File: src/rtl/npp_pkg.sv
// Shared NPP types and defaults for the flit transmitter and its credit counters.
package npp_pkg;

  localparam int unsigned NPP_FLIT_W = 182;
  localparam int unsigned NPP_NUM_VC = 8;

  typedef logic [NPP_FLIT_W-1:0]         npp_flit_t;
  typedef logic [$clog2(NPP_NUM_VC)-1:0] npp_vc_t;

  typedef enum logic [1:0] {
    INIT,
    ACTIVE,
    DRAIN
  } npp_tx_state_e;

endpackage

File: src/rtl/npp_credit_counter.sv
// Per-VC credit counter: saturates at MAX_CREDITS and flags a return that arrives while full.
module npp_credit_counter #(
  parameter int unsigned  MAX_CREDITS = 8,
  localparam int unsigned CW          = $clog2(MAX_CREDITS + 1)
) (
  input  logic          i_clk,
  input  logic          i_rst,
  input  logic          i_inc,
  input  logic          i_dec,
  output logic [CW-1:0] o_count,
  output logic          o_nonzero,
  output logic          o_full,
  output logic          o_overflow
);

  logic [CW-1:0] r_count;

  // A same-cycle inc and dec cancel; the caller never decrements at zero.
  always_ff @(posedge i_clk) begin
    if (i_rst) begin
      r_count <= '0;
    end else if (i_inc && !i_dec && !o_full) begin
      r_count <= r_count + CW'(1);
    end else if (i_dec && !i_inc) begin
      r_count <= r_count - CW'(1);
    end
  end

  assign o_count    = r_count;
  assign o_nonzero  = (r_count != '0);
  assign o_full     = (r_count == CW'(MAX_CREDITS));
  assign o_overflow = i_inc && !i_dec && o_full;

endmodule

File: src/rtl/npp_flit_tx.sv
// Credit-flow-controlled NPP flit transmitter with per-VC credit tracking and a drain mode.
// Define NPP_TX_STATS_EN to add per-VC sent-flit and source-stall counters.
module npp_flit_tx
  import npp_pkg::*;
#(
  parameter int unsigned  FLIT_W      = NPP_FLIT_W,
  parameter int unsigned  NUM_VC      = NPP_NUM_VC,
  parameter int unsigned  MAX_CREDITS = 8,
  parameter int unsigned  INIT_CYCLES = 4,
  localparam int unsigned VC_W        = (NUM_VC > 1) ? $clog2(NUM_VC) : 1,
  localparam int unsigned CW          = $clog2(MAX_CREDITS + 1),
  localparam int unsigned TW          = $clog2(INIT_CYCLES + 1)
) (
  input  logic                 clk,
  input  logic                 rst,
  input  logic                 s_valid,
  output logic                 s_ready,
  input  logic [FLIT_W-1:0]    s_flit,
  input  logic [VC_W-1:0]      s_vc,
  input  logic                 quiesce_req,
  output logic                 quiesced,
  output logic [FLIT_W-1:0]    npp_flit,
  output logic [NUM_VC-1:0]    npp_valid,
  output logic                 npp_credit_rdy,
  input  logic [NUM_VC-1:0]    npp_credit_return,
  output logic [NUM_VC*CW-1:0] credit_avail,
  output logic                 credit_err
`ifdef NPP_TX_STATS_EN
  ,
  output logic [NUM_VC*32-1:0] stat_flits,
  output logic [31:0]          stat_stalls
`endif
);

  npp_tx_state_e     r_state;
  logic [TW-1:0]     r_timer;
  logic              r_credit_rdy;
  logic [NUM_VC-1:0] r_valid;
  logic [FLIT_W-1:0] r_flit;
  logic              r_quiesced;
  logic              r_err;

  logic              w_vc_ok;
  logic [NUM_VC-1:0] w_inc;
  logic [NUM_VC-1:0] w_dec;
  logic [NUM_VC-1:0] w_nonzero;
  logic [NUM_VC-1:0] w_full;
  logic [NUM_VC-1:0] w_ovf;

  assign w_vc_ok = (32'(s_vc) < NUM_VC);
  assign s_ready = (r_state == ACTIVE) && s_valid && w_vc_ok && w_nonzero[s_vc];
  assign w_dec   = s_ready ? (NUM_VC'(1) << s_vc) : '0;
  // Credits returned before the link is up are dropped, not banked.
  assign w_inc   = npp_credit_return & {NUM_VC{r_credit_rdy}};

  for (genvar v = 0; v < NUM_VC; v++) begin : g_vc
    npp_credit_counter #(
      .MAX_CREDITS(MAX_CREDITS)
    ) u_cnt (
      .i_clk      (clk),
      .i_rst      (rst),
      .i_inc      (w_inc[v]),
      .i_dec      (w_dec[v]),
      .o_count    (credit_avail[v*CW +: CW]),
      .o_nonzero  (w_nonzero[v]),
      .o_full     (w_full[v]),
      .o_overflow (w_ovf[v])
    );
  end

  always_ff @(posedge clk) begin
    if (rst) begin
      r_state      <= INIT;
      r_timer      <= '0;
      r_credit_rdy <= 1'b0;
      r_valid      <= '0;
      r_flit       <= '0;
      r_quiesced   <= 1'b0;
      r_err        <= 1'b0;
    end else begin
      r_valid <= w_dec;
      if (s_ready) r_flit <= s_flit;
      if ((|w_ovf) || (s_valid && !w_vc_ok)) r_err <= 1'b1;
      case (r_state)
        INIT: begin
          if (r_timer == TW'(INIT_CYCLES - 1)) begin
            r_state      <= ACTIVE;
            r_credit_rdy <= 1'b1;
          end else begin
            r_timer <= r_timer + TW'(1);
          end
        end
        ACTIVE: begin
          r_quiesced <= 1'b0;
          if (quiesce_req) r_state <= DRAIN;
        end
        DRAIN: begin
          if (quiesce_req) begin
            r_quiesced <= &w_full;
          end else begin
            r_state    <= ACTIVE;
            r_quiesced <= 1'b0;
          end
        end
        default: r_state <= INIT;
      endcase
    end
  end

  assign npp_flit       = r_flit;
  assign npp_valid      = r_valid;
  assign npp_credit_rdy = r_credit_rdy;
  assign quiesced       = r_quiesced;
  assign credit_err     = r_err;

`ifdef NPP_TX_STATS_EN
  logic [31:0] r_stat_flits [NUM_VC];
  logic [31:0] r_stat_stalls;

  always_ff @(posedge clk) begin
    if (rst) begin
      for (int v = 0; v < NUM_VC; v++) r_stat_flits[v] <= '0;
      r_stat_stalls <= '0;
    end else begin
      for (int v = 0; v < NUM_VC; v++) begin
        if (w_dec[v] && (r_stat_flits[v] != '1)) r_stat_flits[v] <= r_stat_flits[v] + 32'd1;
      end
      if (s_valid && !s_ready && (r_stat_stalls != '1)) r_stat_stalls <= r_stat_stalls + 32'd1;
    end
  end

  for (genvar v = 0; v < NUM_VC; v++) begin : g_stat
    assign stat_flits[v*32 +: 32] = r_stat_flits[v];
  end
  assign stat_stalls = r_stat_stalls;
`endif

endmodule

File: config.mk
export PLATFORM = sky130hd
export DESIGN_NAME = npp_flit_tx
export DESIGN_NICKNAME = d
export VERILOG_FILES = /design/src/rtl/npp_pkg.sv /design/src/rtl/npp_credit_counter.sv /design/src/rtl/npp_flit_tx.sv
export SDC_FILE = /design/constraint.sdc
export NUM_CORES = 1
export LEC_CHECK = 0
export ABC_AREA = 1
export ABC_CLOCK_PERIOD_IN_PS = 7200
export CAP_MARGIN = 5
export CORE_AREA = 2 2 163 165
export CTS_BUF_LIST = sky130_fd_sc_hd__clkbuf_4
export DETAILED_ROUTE_END_ITERATION = 8
export DIE_AREA = 0 0 165 167
export PLACE_DENSITY = 0.72
export SYNTH_ARGS = -nofsm -noshare
export SYNTH_HDL_FRONTEND = slang
export SYNTH_SLANG_ARGS = --single-unit
File: constraint.sdc
create_clock -name clk -period 7.2 [get_ports clk]
set_input_delay 2.16 -clock clk [delete_from_list [all_inputs] [get_ports clk]]
set_output_delay 2.16 -clock clk [all_outputs]
set_load 0.02 [all_outputs]
==> impl_metrics.env <==
export IMPL_cp_end_kind="output pin"
export IMPL_die_area_um2=27600
export IMPL_ys_seq_area_share_pct=48.7
export IMPL_mostFrequentLayoutCells="nor2_1, clkdlybuf4s50_1, dfxtp_1"
export IMPL_clock_path_buffers=3
export IMPL_worst_hold_slack_ps=481
export IMPL_grt_max_degree=129
export IMPL_cts_sinks=230
export IMPL_ctsHtreeMaxLevel=3
export IMPL_syn_cell_area_um2=9450
export IMPL_slew_headroom_pct=38.0
export IMPL_path_cells="clkdlybuf4s50_1, inv_1, nor2_2, nand3_1, nand2_2, o21ai_4, nand2_2, a21oi_4, clkdlybuf4s50_1"
export IMPL_tightestPinTransition_ps=931
export IMPL_cts_setup_buffers=0
export IMPL_pin_count=423
export IMPL_place_congestion=0.870
export IMPL_die_width_um=165
export IMPL_core_um2=25800
export IMPL_yosys_top_cells_area="dfxtp_1, nor2_1, o21ai_0, ha_1, nand2_1"
export IMPL_mostFrequentLayoutCell="nor2_1"
export IMPL_r2r_slack_ps=3870
export IMPL_clk_latency_ps=650
export IMPL_start_kind="input pin"
export IMPL_area_growth_pct=54.5
export IMPL_leakagePower_nw=6.21
export IMPL_crit_fanout=5
export IMPL_crit_buf_inv=3
export IMPL_clk_pin_slew_worst_paths_ps=60
export IMPL_period_share_pct=88.0
export IMPL_crit_family="buffers and inverters"
export IMPL_finClkSkew_ps=52.6
export IMPL_portBuffers=422
export IMPL_max_cap_violations=0
export IMPL_path_class="input pin to output pin"
export IMPL_start_util_pct=36.7
export IMPL_grt_ovfl_total=0
export IMPL_routed_via_density=4.80
export IMPL_hold_viol_final=0
export IMPL_nets=1875
export IMPL_first_pass_iters=5
export IMPL_fill_cells=2353
export IMPL_synth_top_area_share_pct=48.7
export IMPL_die_height_um=167
export IMPL_grt_pass1_wl_um=49400
export IMPL_antenna_found_initial=1
export IMPL_syn_avg_cell_area_um2=7.76
export IMPL_numCtsBuffers=67
export IMPL_place_hpwl_um=22000
export IMPL_cts_tree="built"
export IMPL_synth_seq_cells=230
export IMPL_rows=59
export IMPL_status="complete, no violations"
export IMPL_drive_above_1_share_pct=8.42
export IMPL_vdd_drop_max_mv=0.143
export IMPL_cts_resized_gates=0
export IMPL_rsz0062_at_grt="false"
export IMPL_yosys_area_top_type="dfxtp_1"
export IMPL_syn_inst=1218
export IMPL_yosysUniqueCellTypes=36
export IMPL_wl_per_cell_um=15.5
export IMPL_dr_total_vias=9721
export IMPL_grt_pass1_vias=9737
export IMPL_setup_viol=0
export IMPL_hold_class="flip-flop to flip-flop"
export IMPL_drc=0
export IMPL_crit_arrival_ps=4180
export IMPL_max_stage_delay_ps=670
export IMPL_clockRootBuffer="clkbuf_4"
export IMPL_powerDensity_nw_per_um2=257
export IMPL_slew_violations=0
export IMPL_critPathSlowestCell="clkdlybuf4s50_1"
export IMPL_wl_um=31300
export IMPL_yosys_warnings=0
export IMPL_holdBufCountCts=0
export IMPL_drt_iter0_drc=530
export IMPL_syn_nets=1446
export IMPL_ant_nets=0
export IMPL_cp_required_ps=5040
export IMPL_grtUsageTotal_pct=22.4
export IMPL_fin_crit_ps=6340
export IMPL_fin_tns_setup_ps=0
export IMPL_fmax_mhz=158
-- layer usage --
layer / wire, um / global-route usage [%] / vias to the layer above
met2: 15000 / 36.8 / 383
met5: 0 / 0 / -
li1: - / - / 4839
met3: 2600 / 8.12 / 112
met1: 12100 / 24.7 / 4387
met4: 1620 / 12.9 / 0
-- power breakdown --
part | internal [W] | switching (W)
clock | 0.000675 | 0.000553
combinational | 0.000461 | 0.000549
sequential | 0.00142 | 0.0000967
-- state kept, by name, indices dropped and copies added, names as in the netlist --
signal              cells
g_vc.u_cnt.o_count     32
r_timer                 3
credit_err              1
npp_flit              182
npp_credit_rdy          1
r_state                 2
quiesced                1
npp_valid               8
-- stage by stage --
stage,total power (W),setup WS [ps],instance area [um2],std cells,utilization [%]
after CTS,0.00382,855,14600,2022,56.7
after global placement,0.00254,907,13800,1913,53.4
after global routing,0.00398,746,14600,2024,56.7
after detailed placement,0.00256,869,13800,1913,53.4
after floorplan,0.00207,1890,9450,1218,-
final,0.00376,864,14600,2024,56.7
-- synthesized netlist by cell type --
| master | number |
|---|---|
| a21oi_1 | 37 |
| fa_1 | 8 |
| nand3_1 | 34 |
| nor2_1 | 424 |
| nand3_4 | 2 |
| dfxtp_1 | 230 |
| xor2_1 | 3 |
| a21o_1 | 3 |
| nand4_4 | 1 |
| o21ai_4 | 1 |
| nand4_1 | 12 |
| buf_1 | 1 |
| nor3_1 | 2 |
| nand3b_1 | 1 |
| buf_4 | 10 |
| o211ai_1 | 1 |
| nor2_8 | 1 |
| buf_6 | 10 |
| xnor2_1 | 5 |
| nor4_1 | 4 |
| a21oi_4 | 1 |
| nor2_4 | 4 |
| nand2_2 | 11 |
| inv_2 | 4 |
| nand3_2 | 8 |
| o21ai_0 | 172 |
| o21ai_1 | 29 |
| buf_2 | 21 |
| clkbuf_1 | 24 |
| inv_1 | 52 |
| a31oi_1 | 5 |
| or2_1 | 4 |
| nand2_1 | 66 |
| or2_2 | 1 |
| ha_1 | 23 |
| nor2_2 | 3 |
-- cell type report --
class | count | area, um2 | area share, %
repair buffers | 426 | 4280 | 29.3
diodes | 2 | 5.00 | 0.0343
clock buffers | 95 | 713 | 4.88
flip-flops and latches | 230 | 4600 | 31.5
well taps | 335 | 419 | 2.87
multi-input cells | 866 | 4250 | 29.1
clock inverters | 14 | 119 | 0.814
inverters | 56 | 215 | 1.47
-- worst reg2reg max path, cell delays in order, from the launching register on --
cell and delay (ps):
dfxtp_1 320, inv_1 120, ha_1 220, nand2_1 160
inv_1 240, nand2_2 100, a21oi_4 130, buf_4 670
inv_4 600, buf_12 410, nor2_1 220, nor2_1 60
-- cells by family (layout without fill, tap and decap cells) --
logic type / Yosys count / in the layout / share of synthesized area (%)
AND/OR/NAND/NOR: 578 / 578 / 25.9
AO/OA/AOI/OAI: 249 / 249 / 13.6
flip-flops: 230 / 230 / 48.7
buffers and inverters: 122 / 591 / 6.31
adder cells (fa/ha/maj): 31 / 31 / 4.74
XOR/XNOR: 8 / 8 / 0.741
other: 0 / 2 / 0
-- path summary, 6_finish.rpt --
| kind | start | endpoint | depth (start not counted) |
|---|---|---|---|
| setup reg to reg | r_state[1] | npp_flit[43] | 11 |
| hold / removal | r_timer[0] | r_timer[0] | 2 |
| setup / recovery | s_vc[0] | s_ready | 9 |
| hold reg to reg | r_timer[0] | r_timer[0] | 2 |
No activity file was read; power rests on OpenSTA's default activity.
